$ cat src/rtl/itree_pkg.sv
// Shared types and width helpers for the isolation-tree anomaly detector.
// Latency: n/a (types, constants and constant functions only).
// Backpressure: n/a.
// Contents: FSM state enum, node-record field-width helpers, default
// parameter constants, and the node record layout for default parameters.
package itree_pkg;

  localparam int ITREE_DATA_W_DFLT   = 8;
  localparam int ITREE_NUM_FEAT_DFLT = 4;
  localparam int ITREE_DEPTH_DFLT    = 4;

  typedef enum logic [1:0] {
    ST_IDLE = 2'd0,
    ST_WALK = 2'd1,
    ST_DONE = 2'd2
  } itree_state_t;

  // Feature-index field width; at least one bit so a single-feature tree
  // still has a field that can mark a node as an out-of-range stop.
  function automatic int itree_feat_w(input int num_feat);
    return (num_feat > 1) ? $clog2(num_feat) : 1;
  endfunction

  // Path-length width: must hold 0..depth inclusive.
  function automatic int itree_len_w(input int depth);
    return $clog2(depth + 1);
  endfunction

  // Number of nodes in a full binary tree of the given comparison depth.
  function automatic int itree_nodes(input int depth);
    return (1 << depth) - 1;
  endfunction

  // Node record layout at default parameters: {feat, thr, leaf}.
  typedef struct packed {
    logic [1:0] feat;
    logic [7:0] thr;
    logic       leaf;
  } itree_node_dflt_t;

endpackage

$ cat src/rtl/itree_node_mem.sv
// Node table: 2^DEPTH-1 {feat, thr, leaf} records held in flops.
// Latency: write lands on the next rising clk; read is combinational.
// Backpressure: none; writes to addresses past the last node are dropped.
// Ports: clk, reset (sync active-low, clears every node to a zero leaf);
//   wr_en/wr_addr/wr_feat/wr_thr/wr_leaf write port;
//   rd_addr -> rd_feat/rd_thr/rd_leaf read port.
module itree_node_mem
  import itree_pkg::*;
#(
  parameter int DATA_W   = ITREE_DATA_W_DFLT,
  parameter int NUM_FEAT = ITREE_NUM_FEAT_DFLT,
  parameter int DEPTH    = ITREE_DEPTH_DFLT
) (
  input  logic                                clk,
  input  logic                                reset,
  input  logic                                wr_en,
  input  logic [DEPTH-1:0]                    wr_addr,
  input  logic [itree_feat_w(NUM_FEAT)-1:0]   wr_feat,
  input  logic [DATA_W-1:0]                   wr_thr,
  input  logic                                wr_leaf,
  input  logic [DEPTH-1:0]                    rd_addr,
  output logic [itree_feat_w(NUM_FEAT)-1:0]   rd_feat,
  output logic [DATA_W-1:0]                   rd_thr,
  output logic                                rd_leaf
);

  localparam int FEAT_W = itree_feat_w(NUM_FEAT);
  localparam int NODES  = itree_nodes(DEPTH);

  typedef struct packed {
    logic [FEAT_W-1:0] feat;
    logic [DATA_W-1:0] thr;
    logic              leaf;
  } node_t;

  node_t node_q [NODES];

  always_ff @(posedge clk) begin
    if (!reset) begin
      for (int i = 0; i < NODES; i++) begin
        node_q[i] <= '{feat: '0, thr: '0, leaf: 1'b1};
      end
    end else if (wr_en && (int'(wr_addr) < NODES)) begin
      node_q[wr_addr] <= '{feat: wr_feat, thr: wr_thr, leaf: wr_leaf};
    end
  end

  // The all-ones address has no node behind it; present it as a leaf.
  always_comb begin
    rd_feat = '0;
    rd_thr  = '0;
    rd_leaf = 1'b1;
    if (int'(rd_addr) < NODES) begin
      rd_feat = node_q[rd_addr].feat;
      rd_thr  = node_q[rd_addr].thr;
      rd_leaf = node_q[rd_addr].leaf;
    end
  end

endmodule

$ cat src/rtl/isolation_tree_detector.sv
// Isolation-tree anomaly scorer: walks one sample down a configurable tree.
// Latency: out_valid DEPTH-bounded, W+1 cycles after accept (W = walk cycles).
// Backpressure: one sample in flight; results hold until out_ready, in_ready only in IDLE.
// Ports: clk, reset (sync active-low); in_valid/in_ready/in_data + anom_len
//   sample input; out_valid/out_ready/out_anomaly/out_path_len result;
//   cfg_we/cfg_addr/cfg_feat/cfg_thr/cfg_leaf node-table write (IDLE only).
// Option: define ITREE_STATS_EN to add the 16-bit saturating anom_count output.
module isolation_tree_detector
  import itree_pkg::*;
#(
  parameter int DATA_W   = ITREE_DATA_W_DFLT,
  parameter int NUM_FEAT = ITREE_NUM_FEAT_DFLT,
  parameter int DEPTH    = ITREE_DEPTH_DFLT
) (
  input  logic                                clk,
  input  logic                                reset,
  input  logic                                in_valid,
  output logic                                in_ready,
  input  logic [NUM_FEAT*DATA_W-1:0]          in_data,
  input  logic [$clog2(DEPTH+1)-1:0]          anom_len,
  output logic                                out_valid,
  input  logic                                out_ready,
  output logic                                out_anomaly,
  output logic [$clog2(DEPTH+1)-1:0]          out_path_len,
`ifdef ITREE_STATS_EN
  output logic [15:0]                         anom_count,
`endif
  input  logic                                cfg_we,
  input  logic [DEPTH-1:0]                    cfg_addr,
  input  logic [itree_feat_w(NUM_FEAT)-1:0]   cfg_feat,
  input  logic [DATA_W-1:0]                   cfg_thr,
  input  logic                                cfg_leaf
);

  localparam int FEAT_W = itree_feat_w(NUM_FEAT);
  localparam int LEN_W  = itree_len_w(DEPTH);

  itree_state_t                state_q, state_d;
  logic [DEPTH-1:0]            node_q, node_d;
  logic [LEN_W-1:0]            depth_q, depth_d;
  logic [LEN_W-1:0]            lim_q, lim_d;
  logic [LEN_W-1:0]            len_q, len_d;
  logic [NUM_FEAT*DATA_W-1:0]  data_q, data_d;

  logic [FEAT_W-1:0]           rd_feat;
  logic [DATA_W-1:0]           rd_thr;
  logic                        rd_leaf;
  logic [DATA_W-1:0]           feat_val;
  logic                        feat_bad;
  logic [LEN_W-1:0]            depth_inc;
  logic                        cfg_wr;

  // Writes are only taken in IDLE; one landing on the accept edge is
  // visible to the first WALK read because the read port is combinational.
  assign cfg_wr = cfg_we && (state_q == ST_IDLE);

  itree_node_mem #(
    .DATA_W   (DATA_W),
    .NUM_FEAT (NUM_FEAT),
    .DEPTH    (DEPTH)
  ) u_node_mem (
    .clk      (clk),
    .reset    (reset),
    .wr_en    (cfg_wr),
    .wr_addr  (cfg_addr),
    .wr_feat  (cfg_feat),
    .wr_thr   (cfg_thr),
    .wr_leaf  (cfg_leaf),
    .rd_addr  (node_q),
    .rd_feat  (rd_feat),
    .rd_thr   (rd_thr),
    .rd_leaf  (rd_leaf)
  );

  // Feature mux over the captured sample; an index past NUM_FEAT selects
  // nothing and is turned into a stop by feat_bad.
  always_comb begin
    feat_val = '0;
    for (int f = 0; f < NUM_FEAT; f++) begin
      if (rd_feat == FEAT_W'(f)) begin
        feat_val = data_q[f*DATA_W +: DATA_W];
      end
    end
  end

  assign feat_bad  = int'(rd_feat) >= NUM_FEAT;
  assign depth_inc = depth_q + LEN_W'(1);

  always_ff @(posedge clk) begin
    if (!reset) begin
      state_q <= ST_IDLE;
      node_q  <= '0;
      depth_q <= '0;
      lim_q   <= '0;
      len_q   <= '0;
      data_q  <= '0;
    end else begin
      state_q <= state_d;
      node_q  <= node_d;
      depth_q <= depth_d;
      lim_q   <= lim_d;
      len_q   <= len_d;
      data_q  <= data_d;
    end
  end

  always_comb begin
    state_d = state_q;
    node_d  = node_q;
    depth_d = depth_q;
    lim_d   = lim_q;
    len_d   = len_q;
    data_d  = data_q;
    unique case (state_q)
      ST_IDLE: begin
        if (in_valid) begin
          data_d  = in_data;
          lim_d   = anom_len;
          node_d  = '0;
          depth_d = '0;
          state_d = ST_WALK;
        end
      end
      ST_WALK: begin
        if (rd_leaf || feat_bad) begin
          len_d   = depth_q;
          state_d = ST_DONE;
        end else begin
          depth_d = depth_inc;
          if (depth_inc == LEN_W'(DEPTH)) begin
            // Bottom of the table reached: stop without another node read.
            len_d   = LEN_W'(DEPTH);
            state_d = ST_DONE;
          end else begin
            // Child index 2i+1 (less-than) or 2i+2 (greater or equal).
            node_d = node_q + node_q +
                     ((feat_val < rd_thr) ? DEPTH'(1) : DEPTH'(2));
          end
        end
      end
      ST_DONE: begin
        if (out_ready) begin
          state_d = ST_IDLE;
        end
      end
      default: state_d = ST_IDLE;
    endcase
  end

  assign in_ready     = (state_q == ST_IDLE);
  assign out_valid    = (state_q == ST_DONE);
  assign out_path_len = len_q;
  assign out_anomaly  = out_valid && (len_q < lim_q);

`ifdef ITREE_STATS_EN
  logic [15:0] anom_cnt_q;

  always_ff @(posedge clk) begin
    if (!reset) begin
      anom_cnt_q <= '0;
    end else if (out_valid && out_ready && out_anomaly && (anom_cnt_q != 16'hFFFF)) begin
      anom_cnt_q <= anom_cnt_q + 16'd1;
    end
  end

  assign anom_count = anom_cnt_q;
`endif

endmodule
$ cat config.mk
export PLATFORM = sky130hd
export DESIGN_NAME = isolation_tree_detector
export DESIGN_NICKNAME = d
export VERILOG_FILES = /design/src/rtl/itree_pkg.sv /design/src/rtl/itree_node_mem.sv /design/src/rtl/isolation_tree_detector.sv
export SDC_FILE = /design/constraint.sdc
export NUM_CORES = 1
export LEC_CHECK = 0
export ABC_AREA = 1
export CORE_MARGIN = 2
export CORE_UTILIZATION = 50
export CTS_BUF_LIST = sky130_fd_sc_hd__clkbuf_8
export CTS_CLUSTER_SIZE = 14
export DETAILED_ROUTE_END_ITERATION = 6
export PLACE_DENSITY_LB_ADDON = 0.1
export SETUP_SLACK_MARGIN = 0.5
export SYNTH_ARGS = -nofsm -noshare
export SYNTH_HDL_FRONTEND = slang
export SYNTH_HIERARCHICAL = 1
export SYNTH_SLANG_ARGS = --single-unit
$ cat constraint.sdc
create_clock -name clk -period 3.6 [get_ports clk]
set_input_delay 1.08 -clock clk [delete_from_list [all_inputs] [get_ports clk]]
set_output_delay 1.08 -clock clk [all_outputs]
set_load 0.02 [all_outputs]
==> run_results.csv <==
group,metric,value,unit
run_status,status,"finished clean",
place,port_buffers,60,
routing,drcViolationCount,0,
place,dpl.cell_count,1617,
worst_setup_path,crit_slowest_cell,"dfxtp_4",
floorplanning,die_area,22900,um^2
worst_setup_path,cp_num_buf_inv,5,
clock_network,clock_latency,0.54,ns
clock_network,cts_made_buffers,39,
logic_synthesis,synth_area_leader_cell,"edfxtp_1",
grt,grt_util_all_layers,0.268,
grt,grt_first_pass_wirelength,46200,um
floorplanning,die_x,151,um
cells_and_area,nNetsFinal,1480,
place,hpwl,18900,um
timing,worst_pin_slew,0.888,ns
timing,fin_skew,0.0208,ns
clock_network,root_buffer,"clkbuf_8",
worst_setup_path,crit_required,4.07,ns
worst_setup_path,worst-path-max-fanout,5,
cells_and_area,syn_to_final_growth,21.9,%
routing,detail-route-antenna-nets,0,
timing,finalSetupViolCount,0,
logic_synthesis,ys_seq_elements,222,
logic_synthesis,synth.cell_area,10800,um^2
logic_synthesis,avgSynthCellArea,8.36,um^2
floorplanning,core,21200,um^2
grt,first_global_vias,8488,
job,cap_viol_max_count,0,
logic_synthesis,synth_async_sr_flop_share,0,
floorplanning,rows,53,
worst_setup_path,r2r-start,"node_q[0]$_SDFFE_PN0P_",
routing,vias,8870,
power,leakagePower,5.90,nW
cells_and_area,final_cells,1712,
logic_synthesis,ys.flop_type,"edfxtp_1",
grt,antenna_found_initial,0,
logic_synthesis,synth_cell_types,37,
logic_synthesis,netlist.area_leader.share,0.485,
grt,grt_overflow,0,
place,gp_routability_congestion,0.899,
worst_setup_path,max_stage_delay,0.37,ns
timing,slew_violations,0,
floorplanning,num_io_pins,61,
clock_network,cts_tree,"yes",
logic_synthesis,synth_most_common_cell,"nand2_1",
routing,via_per_inst,5.18,
grt,grt_max_degree,38,
power,vdd_drop_max,0.287,mV
worst_setup_path,worst_setup_path_end_kind,"register",
cells_and_area,drive_above_1_share,0.132,
timing,fin_crit_sh,0.916,
routing,drt_iter0_drc,904,
timing,finalHoldViolCount,0,
worst_setup_path,r2r.worst_path.cells,23,
clock_network,cts.path.max_buffers,3,
logic_synthesis,synth_edf_count,175,
logic_synthesis,ys_warn_count,6,
hold_path,hp-class,"reg2reg",
timing,tns,0,ns
routing,routed_wl,30000,um
hold_path,hold_start,"lim_q[2]$_SDFFE_PN0P_",
worst_setup_path,path_class,"reg2reg",
worst_setup_path,cp_cell_sequence,"buf_12 -> buf_16 -> nand2_1 -> nand2_1 -> nand2_1 -> nand3_1 -> nand3_2 -> a21oi_4 -> buf_4 -> buf_2 -> buf_4 -> nor3_1 -> o31ai_2 -> ha_1 -> a21oi_2 -> nor2_1 -> a211oi_2 -> nand2_1 -> ha_2 -> ha_4 -> xor2_1 -> nand2_1 -> a21oi_1",
clock_network,clock_sinks,222,
hold_path,min_to,"lim_q[2]$_SDFFE_PN0P_",
timing,rsz0062_at_grt,"true",
routing,dr.pass1.iters,5,
floorplanning,die_y,151,um
logic_synthesis,syn_inst,1295,
logic_synthesis,ys_seq_area_frac,0.572,
floorplanning,start_util,0.512,
clock_network,cts_max_level,2,
cells_and_area,n_antenna_cell,0,
logic_synthesis,synthTopCellsByArea,"edfxtp_1 49%, nand2_1 12%, nor2_1 8.9%, dfxtp_1 8.7%, inv_1 5.6%",
logic_synthesis,synth_common_cells,"345 x nand2_1, 256 x nor2_1, 175 x edfxtp_1",
worst_setup_path,reg2reg_slack,0.30,ns
routing,wl_per_cell,17.5,um
hold_path,worstHoldPathCells,2,
worst_setup_path,startpoint_type,"register",
timing,maxSlewHeadroom,0.407,
timing,fmax,303,MHz
worst_setup_path,reg2reg_to,"node_q[3]$_SDFFE_PN0P_",
worst_setup_path,cp.arrival,3.77,ns
timing,min_period,3.30,ns
power,power.density,424,nW/um^2
clock_network,path_clk_slew,0.06,ns
worst_setup_path,cp_top_family,"simple AND/OR/NAND/NOR gates",
worst_setup_path,cpMostUsedCell,"nand2_1",
[power breakdown]
| part | total, mW | internal, mW | switching [mW] |
|---|---|---|---|
| sequential | 2.93 | 2.88 | 0.0550 |
| clock | 2.15 | 1.14 | 1.02 |
| combinational | 0.514 | 0.205 | 0.310 |
| total | 5.60 | 4.22 | 1.38 |
[flip-flops by register name (all words and copies together) (netlist names)]
register / cells
u_node_mem/node_q: 175
data_q: 32
node_q: 4
depth_q: 3
lim_q: 3
out_path_len: 3
state_q: 2
[worst register-to-register path: stages (launching register included)]
cell and delay (ns):
dfxtp_4 0.37, buf_12 0.14, buf_16 0.13, nand2_1 0.06
nand2_1 0.06, nand2_1 0.05, nand3_1 0.09, nand3_2 0.14
a21oi_4 0.09, buf_4 0.15, buf_2 0.14, buf_4 0.14
nor3_1 0.22, o31ai_2 0.11, ha_1 0.21, a21oi_2 0.12
nor2_1 0.05, a211oi_2 0.18, nand2_1 0.08, ha_2 0.20
ha_4 0.16, xor2_1 0.12, nand2_1 0.08, a21oi_1 0.13
[routing by layer]
| metal | routed length, um | part of all wire | vias to the layer above | GRT usage |
|---|---|---|---|---|
| met2 | 13000 | 0.44 | 402 | 0.411 |
| met4 | 907 | 0.030 | 0 | 0.0935 |
| met3 | 2700 | 0.090 | 60 | 0.0476 |
| met1 | 13300 | 0.44 | 4096 | 0.384 |
| met5 | 0 | 0 | - | 0 |
| li1 | - | - | 4312 | - |
[through the flow]
step,instance area [um^2],power (mW),util,worst slack [ns],hold WS [ns]
floorplan,10900,3.25,-,0.457,0.433
global placement,11900,3.46,0.563,0.200,0.462
detailed placement,11900,3.46,0.563,0.0702,0.470
CTS,13100,5.63,0.619,0.380,0.477
global route,13200,5.81,0.624,0.115,0.504
finish,13200,5.60,0.624,0.302,0.475
[area by class of cell]
type                    instances  area [um^2]
fillers                      1850         7950
flip-flops and latches        222         6200
multi-input cells             834         3730
repair buffers                142         1530
inverters                     172          679
clock buffers                  45          619
well taps                     275          344
clock inverters                21         95.1
repair inverters                1         8.76
[placed cells by master, fill, tap and decap left out, drive strengths merged, types with 46 or more instances in the layout]
cell / count
nand3: 108
clkbuf: 46
nand2: 346
o21ai: 56
nor2: 259
buf: 77
edfxtp: 175
clkdlybuf4s50: 58
inv: 181
dfxtp: 47
[cells by family after synthesis]
kind of cell,Yosys count,synth area share
adder cells (fa/ha/maj),13,0.0150
XOR/XNOR,2,0.00162
AO/OA/AOI/OAI,90,0.0448
other,1,0.000346
AND/OR/NAND/NOR,719,0.267
flip-flops,222,0.572
buffers and inverters,248,0.0988
[worst max path at each step]
stage | start | endpoint | slack (ns) | cells after the start
after global routing | node_q[0]$_SDFFE_PN0P_ | node_q[3]$_SDFFE_PN0P_ | 0.11 | 23
final | node_q[0]$_SDFFE_PN0P_ | node_q[3]$_SDFFE_PN0P_ | 0.30 | 23
after detailed placement | node_q[0]$_SDFFE_PN0P_ | node_q[3]$_SDFFE_PN0P_ | 0.07 | 21
after floorplan | node_q[0]$_SDFFE_PN0P_ | node_q[3]$_SDFFE_PN0P_ | 0.46 | 23
after global placement | node_q[0]$_SDFFE_PN0P_ | node_q[3]$_SDFFE_PN0P_ | 0.20 | 21
after CTS | node_q[0]$_SDFFE_PN0P_ | node_q[3]$_SDFFE_PN0P_ | 0.38 | 22
[timing repair]
item	4_1_cts	5_1_grt
hold buffers	0	0
setup buffers	18	2
gates resized for setup	34	20
gates cloned	8	1
pin swaps	16	12
setup endpoints to repair	4	3
Power figures use the tool's default switching activity.
